**src/rtl/jellyvl_divider_pkg.sv**
```systemverilog
// Shared types and helpers for the multicycle restoring divider.
// Holds the FSM state encoding and the iteration-count calculation.
package jellyvl_divider_pkg;

  typedef enum logic [1:0] {
    IDLE = 2'd0,
    CALC = 2'd1,
    DONE = 2'd2
  } state_t;

  function automatic int calc_cycles(input int width, input int bits_per_cycle);
    return (width + bits_per_cycle - 1) / bits_per_cycle;
  endfunction

endpackage

```
**src/rtl/jellyvl_divider_step.sv**
```systemverilog
// One combinational restoring radix-2 step: shift in a dividend bit and
// subtract the divisor when it fits.
module jellyvl_divider_step #(
  parameter int DIVISOR_WIDTH = 32
) (
  input  logic [DIVISOR_WIDTH-1:0] rem_in,
  input  logic                     dividend_bit,
  input  logic [DIVISOR_WIDTH-1:0] divisor,
  output logic [DIVISOR_WIDTH-1:0] rem_out,
  output logic                     quotient_bit
);

  logic [DIVISOR_WIDTH:0] shifted;
  logic [DIVISOR_WIDTH:0] diff;

  // With rem_in < divisor the shifted value is below 2*divisor, so the top
  // bit of the difference is a clean borrow flag.
  assign shifted      = {rem_in, dividend_bit};
  assign diff         = shifted - {1'b0, divisor};
  assign quotient_bit = ~diff[DIVISOR_WIDTH];
  assign rem_out      = quotient_bit ? diff[DIVISOR_WIDTH-1:0] : shifted[DIVISOR_WIDTH-1:0];

endmodule

```
**src/rtl/jellyvl_divider_multicycle.sv**
```systemverilog
// Multicycle restoring divider with valid/ready handshakes, optional signed
// operands and BITS_PER_CYCLE quotient bits resolved per clock-enabled edge.
module jellyvl_divider_multicycle
  import jellyvl_divider_pkg::*;
#(
  parameter int DIVIDEND_WIDTH  = 32,
  parameter int DIVISOR_WIDTH   = 32,
  parameter int QUOTIENT_WIDTH  = DIVIDEND_WIDTH,
  parameter int REMAINDER_WIDTH = DIVISOR_WIDTH,
  parameter int BITS_PER_CYCLE  = 1,
  parameter int SIGNED          = 0
) (
  input  logic                       clk,
  input  logic                       rst,
  input  logic                       cke,
  input  logic [DIVIDEND_WIDTH-1:0]  s_dividend,
  input  logic [DIVISOR_WIDTH-1:0]   s_divisor,
  input  logic                       s_valid,
  output logic                       s_ready,
  output logic [QUOTIENT_WIDTH-1:0]  m_quotient,
  output logic [REMAINDER_WIDTH-1:0] m_remainder,
  output logic                       m_div_by_zero,
  output logic                       m_valid,
  input  logic                       m_ready
);

  localparam int CYCLES    = calc_cycles(DIVIDEND_WIDTH, BITS_PER_CYCLE);
  localparam int PAD_WIDTH = CYCLES * BITS_PER_CYCLE;
  localparam int CNT_WIDTH = (CYCLES > 1) ? $clog2(CYCLES) : 1;
  localparam int QX_WIDTH  = (PAD_WIDTH > QUOTIENT_WIDTH) ? PAD_WIDTH : QUOTIENT_WIDTH;
  localparam int RX_WIDTH  = (DIVISOR_WIDTH > REMAINDER_WIDTH) ? DIVISOR_WIDTH : REMAINDER_WIDTH;
  localparam int EXT_WIDTH = (DIVIDEND_WIDTH > REMAINDER_WIDTH) ? DIVIDEND_WIDTH : REMAINDER_WIDTH;
  localparam logic [CNT_WIDTH-1:0] LAST_COUNT = CNT_WIDTH'(CYCLES - 1);

  state_t state;
  state_t state_next;
  logic   accept;

  logic [CNT_WIDTH-1:0]       count;
  logic [PAD_WIDTH-1:0]       work;
  logic [DIVISOR_WIDTH-1:0]   rem;
  logic [DIVISOR_WIDTH-1:0]   divisor_mag;
  logic                       quo_neg;
  logic                       rem_neg;
  logic                       zero_div;
  logic [REMAINDER_WIDTH-1:0] zero_rem;

  logic                      dividend_neg;
  logic                      divisor_neg;
  logic [DIVIDEND_WIDTH-1:0] dividend_mag_in;
  logic [DIVISOR_WIDTH-1:0]  divisor_mag_in;
  logic [EXT_WIDTH-1:0]      dividend_ext;

  assign dividend_neg    = (SIGNED != 0) && s_dividend[DIVIDEND_WIDTH-1];
  assign divisor_neg     = (SIGNED != 0) && s_divisor[DIVISOR_WIDTH-1];
  assign dividend_mag_in = dividend_neg ? -s_dividend : s_dividend;
  assign divisor_mag_in  = divisor_neg ? -s_divisor : s_divisor;

  always_comb begin
    if (SIGNED != 0) dividend_ext = EXT_WIDTH'($signed(s_dividend));
    else             dividend_ext = EXT_WIDTH'(s_dividend);
  end

  // The work register shifts dividend bits out of the top and quotient bits
  // in at the bottom, so it holds the full quotient magnitude when done.
  logic [DIVISOR_WIDTH-1:0]  rem_chain [BITS_PER_CYCLE+1];
  logic [BITS_PER_CYCLE-1:0] quo_bits;
  logic [PAD_WIDTH-1:0]      work_next;

  assign rem_chain[0] = rem;

  for (genvar i = 0; i < BITS_PER_CYCLE; i++) begin : g_step
    jellyvl_divider_step #(
      .DIVISOR_WIDTH (DIVISOR_WIDTH)
    ) u_step (
      .rem_in       (rem_chain[i]),
      .dividend_bit (work[PAD_WIDTH-1-i]),
      .divisor      (divisor_mag),
      .rem_out      (rem_chain[i+1]),
      .quotient_bit (quo_bits[BITS_PER_CYCLE-1-i])
    );
  end

  assign work_next = (work << BITS_PER_CYCLE) | PAD_WIDTH'(quo_bits);

  logic [QX_WIDTH-1:0] quo_mag;
  logic [QX_WIDTH-1:0] quo_fix;
  logic [RX_WIDTH-1:0] rem_mag;
  logic [RX_WIDTH-1:0] rem_fix;

  assign quo_mag = QX_WIDTH'(work_next);
  assign quo_fix = quo_neg ? -quo_mag : quo_mag;
  assign rem_mag = RX_WIDTH'(rem_chain[BITS_PER_CYCLE]);
  assign rem_fix = rem_neg ? -rem_mag : rem_mag;

  assign accept = s_valid && s_ready;

  // NOTE: sequential state uses non-blocking assignments so every register
  // samples pre-edge values regardless of process evaluation order.
  always_ff @(posedge clk or posedge rst) begin
    if (rst)      state <= IDLE;
    else if (cke) state <= state_next;
  end

  // NOTE: every combinational output gets a default before the case so no
  // path leaves it unassigned and no latch is inferred.
  always_comb begin
    state_next = state;
    case (state)
      IDLE:    if (accept) state_next = CALC;
      CALC:    if (count == '0) state_next = DONE;
      DONE: begin
        if (accept)       state_next = CALC;
        else if (m_ready) state_next = IDLE;
      end
      default: state_next = IDLE;
    endcase
  end

  always_comb begin
    s_ready = 1'b0;
    case (state)
      IDLE:    s_ready = 1'b1;
      DONE:    s_ready = m_ready;
      default: s_ready = 1'b0;
    endcase
  end

  always_ff @(posedge clk or posedge rst) begin
    if (rst) begin
      count         <= '0;
      work          <= '0;
      rem           <= '0;
      divisor_mag   <= '0;
      quo_neg       <= 1'b0;
      rem_neg       <= 1'b0;
      zero_div      <= 1'b0;
      zero_rem      <= '0;
      m_quotient    <= '0;
      m_remainder   <= '0;
      m_div_by_zero <= 1'b0;
      m_valid       <= 1'b0;
    end else if (cke) begin
      if (accept) begin
        work        <= PAD_WIDTH'(dividend_mag_in);
        rem         <= '0;
        divisor_mag <= divisor_mag_in;
        quo_neg     <= dividend_neg ^ divisor_neg;
        rem_neg     <= dividend_neg;
        zero_div    <= (s_divisor == '0);
        zero_rem    <= dividend_ext[REMAINDER_WIDTH-1:0];
        count       <= LAST_COUNT;
      end else if (state == CALC) begin
        work  <= work_next;
        rem   <= rem_chain[BITS_PER_CYCLE];
        count <= count - 1'b1;
      end

      // Sign fix-up rides on the final iteration edge, so it costs no latency.
      if (state == CALC && count == '0) begin
        m_valid       <= 1'b1;
        m_div_by_zero <= zero_div;
        m_quotient    <= zero_div ? '1 : quo_fix[QUOTIENT_WIDTH-1:0];
        m_remainder   <= zero_div ? zero_rem : rem_fix[REMAINDER_WIDTH-1:0];
      end else if (state == DONE && m_ready) begin
        m_valid       <= 1'b0;
        m_div_by_zero <= 1'b0;
      end
    end
  end

endmodule

```
**config.mk**
```make
export PLATFORM = sky130hd
export DESIGN_NAME = jellyvl_divider_multicycle
export DESIGN_NICKNAME = d
export VERILOG_FILES = /design/src/rtl/jellyvl_divider_pkg.sv /design/src/rtl/jellyvl_divider_step.sv /design/src/rtl/jellyvl_divider_multicycle.sv
export SDC_FILE = /design/constraint.sdc
export NUM_CORES = 1
export LEC_CHECK = 0
export CAP_MARGIN = 20
export CORE_MARGIN = 1
export CORE_UTILIZATION = 30
export DETAILED_ROUTE_END_ITERATION = 7
export PLACE_DENSITY = 0.45
export SLEW_MARGIN = 25
export SYNTH_ARGS = -nofsm -noshare
export SYNTH_HDL_FRONTEND = slang
export SYNTH_SLANG_ARGS = --single-unit
export TNS_END_PERCENT = 50
```
**constraint.sdc**
```tcl
create_clock -name clk -period 8.1 [get_ports clk]
set_input_delay 1.62 -clock clk [delete_from_list [all_inputs] [get_ports clk]]
set_output_delay 1.62 -clock clk [all_outputs]
set_load 0.005 [all_outputs]
```
Word-level counts from Yosys, hierarchy flattened
Cells that the tools add are included.
{ "op_classes": {"addsub": 2, "multipliers": 0, "n_div": 0, "magnitude_cmp": 0, "eq_ne": 5, "n_shift": 0, "mux": 18, "bitwise_logic": 2, "n_reduce_logical": 13} }
{ "ops": {"columns": ["operator", "count"], "rows": [
  ["$mux W32", 7],
  ["$sub A33 B32 Y33", 1],
  ["$logic_not A32 Y1", 1],
  ["$or A32 B1 Y32", 1],
  ["$mux W5", 2],
  ["$mux W2", 4],
  ["$reduce_and A2 Y1", 4],
  ["$pmux W2 S3", 1],
  ["$logic_not A5 Y1", 1],
  ["$sub A5 B1 Y5 const B", 1],
  ["$ne A2 B2 Y1 const B", 2],
  ["$reduce_and A4 Y1", 1],
  ["$reduce_bool A2 Y1", 2],
  ["$logic_and A1 B1 Y1", 3],
  ["$mux W1", 3],
  ["$ne A3 B3 Y1 const B", 1],
  ["$eq A2 B1 Y1 const B", 1],
  ["$eq A2 B2 Y1 const B", 1],
  ["$logic_not A2 Y1", 1],
  ["$pmux W1 S2", 1],
  ["$not A1 Y1", 1]
]} }
{ "word_totals": {"regBits": 202, "latchBits": 0, "ramBits": 0, "mem_bits_ro": 0, "in_bits": 69, "out_inout_bits": 67, "wordCells": 51, "mem_count": 0} }

Longest topological paths before layout
{ "depth": {"depth_word": 5, "ltp_mapped": 15, "ltp_nobuf": 12} }

Modules after synthesis
A second synthesis with hierarchy kept.
{ "unflattened": {"hier_cells": 1056, "area_unflattened_um2": 10732.8} }
{ "modules_own_cells": {"columns": ["mod", "instances", "cells_per_inst", "area_each_um2", "seq_area_each_um2"], "rows": [
  ["jellyvl_divider_multicycle", 1, 751, 8374.3, 5054.8],
  ["jellyvl_divider_step", 1, 305, 2358.5, 0.0]
]} }

Worst setup path before layout
No wires, ideal clock.
{ "synth_path": {"path_kind": "input to output", "from": "input m_ready", "to": "output s_ready", "arrival_time_ps": 1813, "path_slack_ps": 4667, "cell_stages": 2, "cell_sequence": "inv_1 > a21oi_1"} }
{ "synth_via": {"elab_chain_cells": 1} }
{ "synth_rtl": {"columns": ["item", "line_no", "rtl"], "rows": [
  ["start: declaration", "jellyvl_divider_multicycle.sv:24", "input logic m_ready"],
  ["$pmux W1 S2", "jellyvl_divider_multicycle.sv:122", "case (state)"],
  ["end: declaration", "jellyvl_divider_multicycle.sv:19", "output logic s_ready,"]
]} }
Every way passes these cells.

Worst setup path after layout
{ "layout_path": {"from": "input cke", "to": "register m_remainder[29]"} }
{ "layout_via": {"elab_chain_cells": 1} }
{ "layout_rtl": {"columns": ["item", "line_no", "rtl"], "rows": [
  ["start: declaration", "jellyvl_divider_multicycle.sv:15", "input logic cke,"],
  ["$reduce_and A2 Y1 (no line)", null, null],
  ["end signal: assignment", "jellyvl_divider_multicycle.sv:164", "m_remainder <= zero_div ? zero_rem : rem_fix[REMAINDER_WIDTH-1:0];"],
  ["end: declaration", "jellyvl_divider_multicycle.sv:21", "output logic [REMAINDER_WIDTH-1:0] m_remainder,"]
]} }
Every way passes these cells.
A chain may end at the register's enable or synchronous reset.

==> flow_summary.html <==
<table>
<tr><th>Metric</th><th>Value</th></tr>
<tr><th colspan="2">Outcome</th></tr>
<tr><td>Result of the run</td><td>finished clean</td></tr>
<tr><th colspan="2">Synth</th></tr>
<tr><td>Part of the Yosys area used for sequential elements</td><td>48.53%</td></tr>
<tr><td>Cell with the most instances after synthesis</td><td>sky130_fd_sc_hd__dfrtp_1</td></tr>
<tr><td>Mean Syn Cell Area</td><td>a little under 10 um2</td></tr>
<tr><td>Compound-gate portion of the synthesized area</td><td>about 16%</td></tr>
<tr><td>Cells after Synth</td><td>1048</td></tr>
<tr><td>Largest area contributor in the synthesized netlist</td><td>sky130_fd_sc_hd__dfrtp_1</td></tr>
<tr><td>Number of library cell types mapped by synthesis</td><td>63</td></tr>
<tr><td>Combinational family with the most area after synthesis</td><td>compound AO/OA/AOI/OAI gates</td></tr>
<tr><td>Flop and latch count out of synthesis</td><td>202</td></tr>
<tr><td>Most common library cells after synthesis</td><td>202 x sky130_fd_sc_hd__dfrtp_1, 158 x sky130_fd_sc_hd__nand2_1, 92 x sky130_fd_sc_hd__o21ai_0, 68 x sky130_fd_sc_hd__a21oi_1, 65 x sky130_fd_sc_hd__mux2_2</td></tr>
<tr><td>Multiplexer share of the synthesized area</td><td>approximately an eighth</td></tr>
<tr><td>Most instantiated flip-flop cell in the synthesis netlist</td><td>sky130_fd_sc_hd__dfrtp_1</td></tr>
<tr><td>Total standard cell area after synthesis</td><td>10420 um2</td></tr>
<tr><td>Number of flops mapped to enable cells by yosys</td><td>0</td></tr>
<tr><td>Fraction of registers with async set/reset</td><td>100.0%</td></tr>
<tr><td>Synthesized netlist net count</td><td>1152</td></tr>
<tr><td>XOR/XNOR share of the synthesized area</td><td>2.354%</td></tr>
<tr><td>Synth warnings</td><td>0</td></tr>
<tr><td>Area share of the largest cell type after synthesis</td><td>48.53%</td></tr>
<tr><td>Adder-Cell Fraction of Synth Area</td><td>4.276%</td></tr>
<tr><td>Cell types occupying the most area after synthesis</td><td>sky130_fd_sc_hd__dfrtp_1 49%, sky130_fd_sc_hd__mux2_2 7.0%, sky130_fd_sc_hd__nand2_1 5.7%</td></tr>
<tr><td>Area fraction in and, or, nand and nor cells after synthesis</td><td>12.32%</td></tr>
<tr><th colspan="2">STA</th></tr>
<tr><td>Transition time at the pin with the least slew margin</td><td>around 0.98 ns</td></tr>
<tr><td>Layout Skew</td><td>0.009070 ns</td></tr>
<tr><td>Final hold viol count</td><td>0</td></tr>
<tr><td>Post-route worst hold slack</td><td>0.4629 ns</td></tr>
<tr><td>Final period demand of the worst path</td><td>4.521 ns</td></tr>
<tr><td>Share of the clock period used by the worst path</td><td>55.82%</td></tr>
<tr><td>Count of endpoints failing setup in the final report</td><td>0</td></tr>
<tr><td>Setup repair after global routing missed its margin</td><td>no</td></tr>
<tr><td>Worst slew margin</td><td>34.31%</td></tr>
<tr><td>Post-route setup TNS</td><td>0 ns</td></tr>
<tr><td>Fmax achieved</td><td>221.2 MHz</td></tr>
<tr><td>Max Slew Vio Count</td><td>0</td></tr>
<tr><th colspan="2">Floorplan</th></tr>
<tr><td>FP Rows</td><td>67</td></tr>
<tr><td>Horizontal die dimension</td><td>188.3 um</td></tr>
<tr><td>Die height</td><td>188.3 um</td></tr>
<tr><td>Area of the placeable core</td><td>33870 um2</td></tr>
<tr><td>Effective utilization at floorplan</td><td>a little under a third</td></tr>
<tr><td>Overall die area</td><td>35470 um2</td></tr>
<tr><td>I/O pin count</td><td>136</td></tr>
<tr><th colspan="2">Layout</th></tr>
<tr><td>FILL cells</td><td>3497</td></tr>
<tr><td>Final Non-Filler Cells</td><td>1619</td></tr>
<tr><td>Number of nets in the layout</td><td>approximately 1300</td></tr>
<tr><td>Synth-to-layout area growth</td><td>25.10%</td></tr>
<tr><td>Post-Layout Inst Area</td><td>around 13000 um2</td></tr>
<tr><td>Antenna diode count</td><td>0</td></tr>
<tr><td>Proportion of layout cells with a drive suffix above 1</td><td>11.02%</td></tr>
<tr><td>Final Util</td><td>38.48%</td></tr>
<tr><th colspan="2">Power</th></tr>
<tr><td>NetSw</td><td>between 2 and 2.5 mW</td></tr>
<tr><td>Reg power frac</td><td>about 30%</td></tr>
<tr><td>Worst vdd ir</td><td>0.2218 mV</td></tr>
<tr><td>Cell area power density</td><td>425.5 nW/um2</td></tr>
<tr><td>Gate power share</td><td>49.0%</td></tr>
<tr><td>Clock network fraction of total power</td><td>21.5%</td></tr>
<tr><td>Switching share of total power</td><td>40.27%</td></tr>
<tr><td>Static Leakage</td><td>5.914 nW</td></tr>
<tr><td>Pint</td><td>approximately 3.3 mW</td></tr>
<tr><th colspan="2">Clock network</th></tr>
<tr><td>Clock tree from TritonCTS</td><td>yes</td></tr>
<tr><td>Post-CTS setup repair buffer count</td><td>0</td></tr>
<tr><td>TritonCTS sink count</td><td>slightly above 200</td></tr>
<tr><td>Skew-Pair Late Insertion Delay</td><td>0.52 ns</td></tr>
<tr><td>CTS Root Buffer Type</td><td>sky130_fd_sc_hd__clkbuf_16</td></tr>
<tr><td>TritonCTS Buffers</td><td>25</td></tr>
<tr><td># H-tree levels</td><td>1</td></tr>
<tr><td>Bufs on Longest Clock Path</td><td>3</td></tr>
<tr><td>Count of hold buffers inserted by post-cts repair</td><td>0</td></tr>
<tr><td>Clock slew seen by the registers of the worst setup and hold paths</td><td>0.06 ns</td></tr>
<tr><td>Post-cts resize count</td><td>0</td></tr>
<tr><th colspan="2">Hold path</th></tr>
<tr><td>HP Class</td><td>reg -&gt; reg</td></tr>
<tr><th colspan="2">Setup path</th></tr>
<tr><td>CP Max Fanout</td><td>a little under 70</td></tr>
<tr><td>Slowest stage cell on the critical path</td><td>sky130_fd_sc_hd__and2_4</td></tr>
<tr><td>Critical Setup Path Class</td><td>in -&gt; reg</td></tr>
<tr><td>Req. time, crit path</td><td>8.51 ns</td></tr>
<tr><td>CP peak stage delay</td><td>a little under 0.8 ns</td></tr>
<tr><td>Critical path capture point type</td><td>register</td></tr>
<tr><td>Signal arrival time at the worst endpoint</td><td>4.93 ns</td></tr>
<tr><td>Startpoint types</td><td>input port</td></tr>
<tr><td>Crit path cell chain</td><td>clkdlybuf4s50_1 -&gt; nand2_1 -&gt; nor2_1 -&gt; and2_4 -&gt; nand2_2 -&gt; o221a_2</td></tr>
<tr><th colspan="2">Route</th></tr>
<tr><td>Drt first-iter violations</td><td>414</td></tr>
<tr><td>Antenna-violating nets left</td><td>0</td></tr>
<tr><td>Routed wirelength normalized by instance count</td><td>18.22 um</td></tr>
<tr><td>Total routed wirelength</td><td>29500 um</td></tr>
<tr><td>Detail-routed via count per cell</td><td>4.988</td></tr>
<tr><td>Iteration count of the initial detailed-routing pass</td><td>4</td></tr>
<tr><td>Total via count in the routed design</td><td>8075</td></tr>
<tr><td>Drt drc</td><td>0</td></tr>
<tr><th colspan="2">Place</th></tr>
<tr><td>Count of placed standard cells including taps</td><td>1575</td></tr>
<tr><td>Number of buffers added on ports</td><td>135</td></tr>
<tr><td>Placed instance area</td><td>12120 um2</td></tr>
<tr><td>Placer Congestion</td><td>around 0.86</td></tr>
<tr><td>DP HPWL</td><td>between 20000 and 25000 um</td></tr>
<tr><th colspan="2">Global route</th></tr>
<tr><td>Global-route wire length before repair</td><td>approximately 47000 um</td></tr>
<tr><td>GR Overflow Total</td><td>0</td></tr>
<tr><td>Antenna violations before repair</td><td>0</td></tr>
<tr><td>Largest net degree at the start of global routing</td><td>145</td></tr>
<tr><td>Vias in the first global route</td><td>8322</td></tr>
<tr><td>GRT Total Usage</td><td>around 17%</td></tr>
<tr><th colspan="2">Flow run</th></tr>
<tr><td>Number of violations of the max-capacitance limit</td><td>0</td></tr>
</table>
-- registers in the layout, indices dropped and copies added (netlist names), 2 cells and up --
register / cells
rem: 32
zero_rem: 32
work: 32
m_remainder: 32
divisor_mag: 32
count: 5
state: 2
m_quotient: 32
-- cell type report --
| cell class | count | area, um2 | share of cell area, % |
|---|---|---|---|
| Inverter | 43 | 173.9 | 1.335 |
| Timing Repair Buffer | 141 | 1416 | 10.87 |
| Clock buffer | 33 | 725.7 | 5.569 |
| Clock inverter | 10 | 152.6 | 1.171 |
| Tap cell | 448 | 560.5 | 4.302 |
| Multi-Input combinational cell | 742 | 4946 | 37.95 |
| Sequential cell | 202 | 5056 | 38.80 |
-- worst max-delay path: cells and delay by family --
kind	cells	cell delay [ns]
and+or+nand+nor	4	2.19
buffers and inverters	1	0.72
AOI/OAI and AO/OA	1	0.39
-- power by group through the flow --
| stage | logic [mW] | registers, mW | clock network, mW |
|---|---|---|---|
| 3_3_place_gp | 2.71 | 1.66 | 0 |
| 5_1_grt | 3.04 | 1.69 | 1.26 |
| 6_report | 2.72 | 1.64 | 1.19 |
| 3_5_place_dp | 2.72 | 1.66 | 0 |
| 2_1_floorplan | 2.10 | 1.56 | 0 |
| 4_1_cts | 2.74 | 1.65 | 1.23 |
-- cell families (layout without fill, tap and decap cells) --
| kind of cell | after synthesis | in the layout |
|---|---|---|
| AO/OA/AOI/OAI | 278 | 278 |
| AND/OR/NAND/NOR | 278 | 278 |
| flip-flops | 202 | 202 |
| multiplexers | 123 | 123 |
| buffers and inverters | 104 | 227 |
| adder cells (fa/ha/maj) | 35 | 35 |
| XOR/XNOR | 28 | 28 |
-- layout by cell type, fill, tap and decap left out, drive strengths merged, types with 7 or more instances in the layout --
master,instances
nand2,158
a21oi,69
clkdlybuf4s50,135
inv,43
mux2,67
o21ai,136
a21o,22
xor2,10
clkbuf,33
nor2,23
mux2i,56
and3,31
nand3,16
and2,7
dfrtp,202
nor4,11
ha,34
xnor2,18
-- per-layer routing --
layer | share of wire (%) | GRT usage [%]
met5 | 0 | 0
met4 | 1.7 | 3.350
met3 | 3.5 | 2.384
met2 | 47 | 28.43
met1 | 48 | 22.73
-- worst paths after layout --
path	startpoint	end	slack (ns)	cells past startpoint
worst max-delay path	cke	m_remainder[29]	3.58	6
worst min-delay path	m_quotient[29]	m_quotient[29]	0.46	2
worst max register to register	divisor_mag[17]	m_remainder[19]	4.04	11
worst min register to register	m_quotient[29]	m_quotient[29]	0.46	2
max in group asynchronous	rst	m_quotient[9]	5.09	3
min in group asynchronous	rst	m_remainder[28]	1.69	2
-- through the flow --
stage / setup slack [ns] / power (mW)
final: 3.579 / 5.545
after global routing: 3.406 / 5.986
after detailed placement: 2.693 / 4.384
after floorplan: 0.9693 / 3.655
after CTS: 3.259 / 5.614
after global placement: 2.292 / 4.365
Note: power is estimated with default switching activity, not from simulation.
